`src/rtl/pdm_mic_cic_decimator.sv`:
```
// pdm_mic_cic_decimator
//   Drives the PDM microphone bit clock and samples the two PDM data lines.
//   Each line goes through a 3rd-order CIC decimator (R = 2^C_DEC_LOG2) and
//   comes out as signed 16-bit PCM. PCM pairs are offered on a valid/ready
//   handshake. All logic runs on CK_i (48 MHz).
//
//   Parameters
//     C_HALF      CK_i cycles per MIC_CK_o half-period (>= 4)
//     C_DEC_LOG2  log2 of the decimation ratio (>= 5)
//
//   Ports
//     CK_i        system clock
//     ARST_i      asynchronous reset, active-high
//     MIC_CK_o    PDM bit clock to both microphones
//     MICs_DAT_i  PDM data, [0] -> channel 0, [1] -> channel 1
//     PCM0s_o     channel 0 sample, signed
//     PCM1s_o     channel 1 sample, signed
//     VALID_o     PCM pair available, held until RDY_i
//     RDY_i       consumer accepts the pair
//     OVR_o       sticky overrun flag (pair overwritten before transfer)
//     OVR_CLR_i   synchronous clear of OVR_o; a simultaneous overrun wins
module pdm_mic_cic_decimator #(
    parameter int C_HALF     = 8,
    parameter int C_DEC_LOG2 = 6
) (
    input  logic               CK_i,
    input  logic               ARST_i,
    output logic               MIC_CK_o,
    input  logic [1:0]         MICs_DAT_i,
    output logic signed [15:0] PCM0s_o,
    output logic signed [15:0] PCM1s_o,
    output logic               VALID_o,
    input  logic               RDY_i,
    output logic               OVR_o,
    input  logic               OVR_CLR_i
);
    localparam int W     = 3 * C_DEC_LOG2 + 2;
    localparam int SHIFT = 3 * C_DEC_LOG2 - 15;
    localparam int CNT_W = (C_HALF > 1) ? $clog2(C_HALF) : 1;

    localparam logic signed [W-1:0] PCM_MAX = W'(32767);
    localparam logic signed [W-1:0] PCM_MIN = W'(-32768);
    localparam logic signed [W-1:0] ONE     = W'(1);
    localparam logic signed [W-1:0] NEG_ONE = W'(-1);

    function automatic logic signed [15:0] scale_sat(input logic signed [W-1:0] v);
        logic signed [W-1:0] s;
        s = v >>> SHIFT;
        if (s > PCM_MAX)      scale_sat = 16'sh7FFF;
        else if (s < PCM_MIN) scale_sat = 16'sh8000;
        else                  scale_sat = s[15:0];
    endfunction

    // ---- bit clock divider; strobe is the cycle before MIC_CK_o falls ----
    logic [CNT_W-1:0] div_cnt;
    logic             div_wrap;
    logic             strobe;

    assign div_wrap = (div_cnt == CNT_W'(C_HALF - 1));
    assign strobe   = div_wrap & MIC_CK_o;

    always_ff @(posedge CK_i or posedge ARST_i) begin
        if (ARST_i) begin
            div_cnt  <= '0;
            MIC_CK_o <= 1'b0;
        end else if (div_wrap) begin
            div_cnt  <= '0;
            MIC_CK_o <= ~MIC_CK_o;
        end else begin
            div_cnt  <= div_cnt + 1'b1;
        end
    end

    // ---- p0: PDM bits registered on the strobe ----
    logic [1:0] dat_p0;
    logic       vld_p0;

    always_ff @(posedge CK_i or posedge ARST_i) begin
        if (ARST_i) begin
            dat_p0 <= '0;
            vld_p0 <= 1'b0;
        end else begin
            vld_p0 <= strobe;
            if (strobe) dat_p0 <= MICs_DAT_i;
        end
    end

    // ---- p1: integrators, decimation and warm-up counters ----
    logic signed [W-1:0]   int1_p1 [2];
    logic signed [W-1:0]   int2_p1 [2];
    logic signed [W-1:0]   int3_p1 [2];
    logic signed [W-1:0]   int1_nx [2];
    logic signed [W-1:0]   int2_nx [2];
    logic signed [W-1:0]   int3_nx [2];
    logic [C_DEC_LOG2-1:0] dec_cnt;
    logic [1:0]            warm_cnt;
    logic                  dec_last;
    logic                  vld_p1;
    logic                  keep_p1;

    assign dec_last = (dec_cnt == '1);

    always_comb begin
        for (int ch = 0; ch < 2; ch++) begin
            int1_nx[ch] = int1_p1[ch] + (dat_p0[ch] ? ONE : NEG_ONE);
            int2_nx[ch] = int2_p1[ch] + int1_nx[ch];
            int3_nx[ch] = int3_p1[ch] + int2_nx[ch];
        end
    end

    always_ff @(posedge CK_i or posedge ARST_i) begin
        if (ARST_i) begin
            for (int ch = 0; ch < 2; ch++) begin
                int1_p1[ch] <= '0;
                int2_p1[ch] <= '0;
                int3_p1[ch] <= '0;
            end
            dec_cnt  <= '0;
            warm_cnt <= '0;
            vld_p1   <= 1'b0;
            keep_p1  <= 1'b0;
        end else begin
            vld_p1  <= vld_p0 & dec_last;
            keep_p1 <= vld_p0 & dec_last & (warm_cnt == 2'd3);
            if (vld_p0) begin
                for (int ch = 0; ch < 2; ch++) begin
                    int1_p1[ch] <= int1_nx[ch];
                    int2_p1[ch] <= int2_nx[ch];
                    int3_p1[ch] <= int3_nx[ch];
                end
                dec_cnt <= dec_cnt + 1'b1;
                if (dec_last && warm_cnt != 2'd3) warm_cnt <= warm_cnt + 2'd1;
            end
        end
    end

    // ---- p2..p4: comb stages, one per cycle; discarded events still fill the delays ----
    logic signed [W-1:0] comb1_p2 [2];
    logic signed [W-1:0] dly1_p2  [2];
    logic signed [W-1:0] comb2_p3 [2];
    logic signed [W-1:0] dly2_p3  [2];
    logic signed [W-1:0] comb3_p4 [2];
    logic signed [W-1:0] dly3_p4  [2];
    logic                vld_p2, vld_p3, vld_p4;
    logic                keep_p2, keep_p3, keep_p4;

    always_ff @(posedge CK_i or posedge ARST_i) begin
        if (ARST_i) begin
            for (int ch = 0; ch < 2; ch++) begin
                comb1_p2[ch] <= '0;
                dly1_p2[ch]  <= '0;
                comb2_p3[ch] <= '0;
                dly2_p3[ch]  <= '0;
                comb3_p4[ch] <= '0;
                dly3_p4[ch]  <= '0;
            end
            vld_p2  <= 1'b0;
            vld_p3  <= 1'b0;
            vld_p4  <= 1'b0;
            keep_p2 <= 1'b0;
            keep_p3 <= 1'b0;
            keep_p4 <= 1'b0;
        end else begin
            vld_p2  <= vld_p1;
            vld_p3  <= vld_p2;
            vld_p4  <= vld_p3;
            keep_p2 <= keep_p1;
            keep_p3 <= keep_p2;
            keep_p4 <= keep_p3;
            for (int ch = 0; ch < 2; ch++) begin
                if (vld_p1) begin
                    comb1_p2[ch] <= int3_p1[ch] - dly1_p2[ch];
                    dly1_p2[ch]  <= int3_p1[ch];
                end
                if (vld_p2) begin
                    comb2_p3[ch] <= comb1_p2[ch] - dly2_p3[ch];
                    dly2_p3[ch]  <= comb1_p2[ch];
                end
                if (vld_p3) begin
                    comb3_p4[ch] <= comb2_p3[ch] - dly3_p4[ch];
                    dly3_p4[ch]  <= comb2_p3[ch];
                end
            end
        end
    end

    // ---- p5: scaled output register and handshake ----
    logic load;

    assign load = vld_p4 & keep_p4;

    always_ff @(posedge CK_i or posedge ARST_i) begin
        if (ARST_i) begin
            PCM0s_o <= '0;
            PCM1s_o <= '0;
            VALID_o <= 1'b0;
            OVR_o   <= 1'b0;
        end else begin
            if (load) begin
                PCM0s_o <= scale_sat(comb3_p4[0]);
                PCM1s_o <= scale_sat(comb3_p4[1]);
                VALID_o <= 1'b1;
            end else if (VALID_o && RDY_i) begin
                VALID_o <= 1'b0;
            end
            if (load && VALID_o && !RDY_i) OVR_o <= 1'b1;
            else if (OVR_CLR_i)            OVR_o <= 1'b0;
        end
    end

endmodule

```
`config.mk`:
```
export PLATFORM = sky130hd
export DESIGN_NAME = pdm_mic_cic_decimator
export DESIGN_NICKNAME = d
export VERILOG_FILES = /design/src/rtl/pdm_mic_cic_decimator.sv
export SDC_FILE = /design/constraint.sdc
export NUM_CORES = 1
export LEC_CHECK = 0
export BUFFER_PORTS_ARGS = -buffer_cell sky130_fd_sc_hd__buf_2
export CAP_MARGIN = 15
export CORE_MARGIN = 10
export CORE_UTILIZATION = 45
export CTS_CLUSTER_SIZE = 24
export DETAILED_ROUTE_END_ITERATION = 10
export GPL_TIMING_DRIVEN = 1
export REMOVE_ABC_BUFFERS = 1
export SLEW_MARGIN = 5
export SYNTH_ARGS = -nofsm -noshare
export SYNTH_HDL_FRONTEND = slang
export SYNTH_SLANG_ARGS = --single-unit
```
`constraint.sdc`:
```
create_clock -name CK_i -period 32.9 [get_ports CK_i]
set_input_delay 0 -clock CK_i [delete_from_list [all_inputs] [get_ports CK_i]]
set_output_delay 0 -clock CK_i [all_outputs]
set_load 0.1 [all_outputs]
```
# --- Word-level counts from Yosys, hierarchy flattened ---
# Cells that the tools add are included.
totals:
  latchBits: 0
  input_bits: 6
  wordCells: 83
  out_inout_bits: 35
  ramBits: 0
  memories: 0
  mem_bits_ro: 0
  regBits: 417
classes:
  multipliers: 0
  n_shift: 0
  n_eq_ne: 4
  mux: 11
  div_mod_pow: 0
  addsub: 15
  order_cmp: 4
  n_reduce_logical: 8
  bitwise_logic: 5
op_table:
  columns: ["cell", "count"]
  rows:
  - ["adder 20 bit", 6]
  - ["subtractor 20 bit", 6]
  - ["2-to-1 mux 16 bit", 4]
  - ["2-to-1 mux 20 bit", 2]
  - ["greater-than comparator 17 x 16 -> 1 bit (second input constant)", 2]
  - ["< comparator 17 x 16 -> 1 bit (second input constant)", 2]
  - ["adder 6 x 1 -> 6 bit (second input constant)", 1]
  - ["equality test 6 bit (second input constant)", 1]
  - ["AND 1 bit", 4]
  - ["logical AND 1 bit", 4]
  - ["2-to-1 mux 1 bit", 4]
  - ["nonzero test 2 bit", 2]
  - ["adder 3 x 1 -> 3 bit (second input constant)", 1]
  - ["equality test 3 bit (second input constant)", 1]
  - ["2-to-1 mux 3 bit", 1]
  - ["adder 2 x 1 -> 2 bit (second input constant)", 1]
  - ["equality test 2 bit (second input constant)", 1]
  - ["inequality test 2 bit (second input constant)", 1]
  - ["AND reduction 2 bit", 1]
  - ["logical NOT 1 bit", 1]
  - ["NOT 1 bit", 1]

# --- Logic depth before layout (Yosys ltp) ---
depth:
  word_depth: 4
  mapped_depth: 27
  depth_no_buf: 27

# --- Worst setup path before layout ---
# Ideal clock, no wire load.
synth_timing:
  kind: "flip-flop to flip-flop"
  from: "reg dat_p0[1]"
  to: "reg int3_p1[18] in the netlist's numbering"
  synth_period_minus_slack_ps: 5433
  setup_ps: 125
  path_buffers: 0
  stages_incl_launch_ff: 25
  arrival_time_ps: 5308
  setup_slack_ps: 27467
  required_time_ps: 32775
  path_cell_list: "dfrtp_1 > inv_1 > ha_1 > a21o_1 > a21oi_1 > o21ai_0 > a21oi_1 > o21bai_1 > a21oi_1 > xnor2_1 > ha_1 > and2_1 > a31o_2 > a311oi_2 > xnor2_1 > ha_1 > o21a_1 > o21a_1 > nand3_1 > o21ai_1 > o41a_1 > a211o_1 > a21oi_2 > xnor2_1 > mux2_4"
synth_lines:
  columns: ["element", "line", "source"]
  rows:
  - ["from (decl)", "75", "logic [1:0] dat_p0;"]
  - ["from (signal assigned)", "84", "if (strobe) dat_p0 <= MICs_DAT_i;"]
  - ["to (signal, indexed assignment)", "129", "int3_p1[ch] <= int3_nx[ch];"]
  - ["to (decl)", "91", "logic signed [W-1:0] int3_p1 [2];"]

==> reports/metrics.yaml <==
status: "finished, final reports clean"
synth_top_area_frac: 0.4101
worstPathRequired_ps: 33360
cts-resized-gates: 0
drc: 0
yosys.area.top_type: "dfrtp_1"
clk_pin_slew_ps: 60
period_share: 0.1839
grt_usage: 0.1418
yosys_most_used_dff: "dfrtp_1"
seq_area_frac_synth: 0.4101
drt-total-wl_um: 45990
grt_overflow: 0
slew_viol_final: 0
tns_ps: 0
ys_warn_count: 0
yosys-top-cells-area: "dfrtp_1 41%, ha_1 12%, mux2_2 8.2%, xnor2_1 5.1%, o21ai_0 5.1%"
netlist_top_cells_count: "411 x dfrtp_1, 301 x nand2_1, 254 x o21ai_0"
vias: 17690
die_h_um: 256.1
start_kind: "flop"
hold_class: "primary input to asynchronous set/reset pin"
rsz0062_at_grt: "false"
seqCellArea_mm2: 0.01030
worst-endpoint-arrival_ps: 6510
skew_ps: 15.93
drtIter0Drc: 768
first_global_vias: 17690
grt_pass1_wl_um: 82080
ys_ff_latch: 411
clock_sinks: 411
finalSetupViolations: 0
clock.fmax_ghz: 0.1653
crit_path_end_kind: "flop"
crit_path_frequent_cell: "a21oi_1"
r2r_slack_ps: 26850
globalplace.congestion: 0.8252
numCtsBuffers: 47
synth_edf_count: 0
firstDrtPassIters: 5
final_hold_viol_count: 0
core_area_mm2: 0.05509
postRouteAntennaNets: 0
antenna_found_initial: 0
yosysMostFrequentCell: "dfrtp_1"
maxCapViolations: 0
htree_levels: 2
port_buffers: 40
r2r-start: "dat_p0[0]$_DFFE_PP0P_"
nNetsFinal: 2890
post_cts_buffers: 0
wl_per_cell_um: 13.42
fillCellCount: 4980
dieArea_mm2: 0.06557
critPathKind: "flop to flop"
hpwl_um: 32910
synth_cell_types: 64
cp_slowest_stage_delay_ps: 550
area_delta_synth_final_pct: 10.57
startpoint: "dat_p0[0]$_DFFE_PP0P_"
initial_core_util: 0.4552
relSlewSlack: 0.3582
crit_fanout: 20
n_antenna_cell: 0
layout-drive-gt1-share: 0.1281
die_x_um: 256.1
synth_area_mm2: 0.02508
synth_area_per_cell_um2: 9.612
ios: 41
period_minus_slack_ps: 6049
multi_input_area_mm2: 0.01378
critPathSlowestCell: "inv_1"
grt_max_degree: 132
rows: 86
tightestPinTransition_ps: 962.7
clockRootBuffer: "clkbuf_16"
synthCells: 2609
async_reset_ff_frac: 1.000
via_per_inst: 5.164
cts_tree: "done"
clock_path_buffers: 3
insertion_delay_ps: 590
==> critical path, delay by kind of cell, from the launching register on <==
family,cells,cell delay (ps)
buffers and inverters,1,550
and+or+nand+nor,3,240
xor gates and xnor gates,4,680
AOI/OAI and AO/OA,16,3030
DFF,1,390
adders and majority gates,3,1040
==> area by class of cell <==
class	instances	area share
inverter	196	0.02680
multi-input combinational	1927	0.4969
sequential	411	0.3715
clock inverter	18	0.008303
tap	748	0.03375
timing repair buffer	57	0.01236
clock buffer	69	0.05045
==> final timing paths <==
kind / cells past startpoint / to
setup / recovery: 27 / int3_p1[39]$_DFFE_PP0P_
hold / removal: 3 / MIC_CK_o$_DFFE_PP0P_
setup reg to reg: 27 / int3_p1[39]$_DFFE_PP0P_
hold reg to reg: 0 / keep_p3$_DFF_PP0_
max in group asynchronous: 5 / vld_p3$_DFF_PP0_
min in group CK_i: 4 / dat_p0[1]$_DFFE_PP0P_
==> cells by family (layout without fill, tap and decap cells) <==
group                      count (synthesis)  in the layout  synth area share
AOI/OAI and AO/OA                        646            646            0.1550
xor gates and xnor gates                 197            197           0.06881
adders and majority gates                245            245            0.1251
buffers and inverters                    271            340           0.04056
DFF                                      411            411            0.4101
muxes                                    191            191           0.08552
and+or+nand+nor                          648            648            0.1148
==> flip-flops by register name, summed over array words and instances, names as in the netlist, 2 cells and up <==
signal and flops:
dly2_p3 40, PCM1s_o 16, comb1_p2 40, dly3_p4 40
dly1_p2 40, div_cnt 3, int2_p1 40, warm_cnt 2
int3_p1 40, dec_cnt 6, PCM0s_o 16, comb3_p4 34
dat_p0 2, comb2_p3 40, int1_p1 40
==> cells in the final DEF, fill, tap and decap left out, types with 50 or more instances in the layout <==
cell and instances:
dfrtp_1 407, nor2_1 139, a21o_1 54, nand2_1 300, a21oi_1 155, ha_1 234
xnor2_1 147, inv_1 195, xor2_1 50, o21ai_0 254, mux2_2 182
==> repair_timing <==
action,CTS,global route
endpoints found under the setup margin,0,0
hold endpoints to repair,133,0
hold buffers,6,0
==> routing by layer <==
metal  routed length, um  vias up  global-route usage
li1                    -     9148                   -
met1               22720     8297              0.1844
met2               20970      171              0.2384
met3                1373       76             0.02553
met4                 926        0             0.03819
met5                   0        -                   0
==> stage by stage <==
stage	hold slack (ps)	util	instances	setup WS, ps	instance area [um^2]
after floorplan	109.5	-	2534	21460	24800
after global placement	197.1	0.4726	3333	26990	26040
after detailed placement	203.9	0.4726	3333	26890	26040
after CTS	175.5	0.5033	3426	26850	27730
after global routing	228.1	0.5033	3426	26360	27730
final	172.6	0.5033	3426	26850	27730
Power is not shown: default switching activity piles up to over one toggle a cycle in this logic, so the estimate is an artifact.
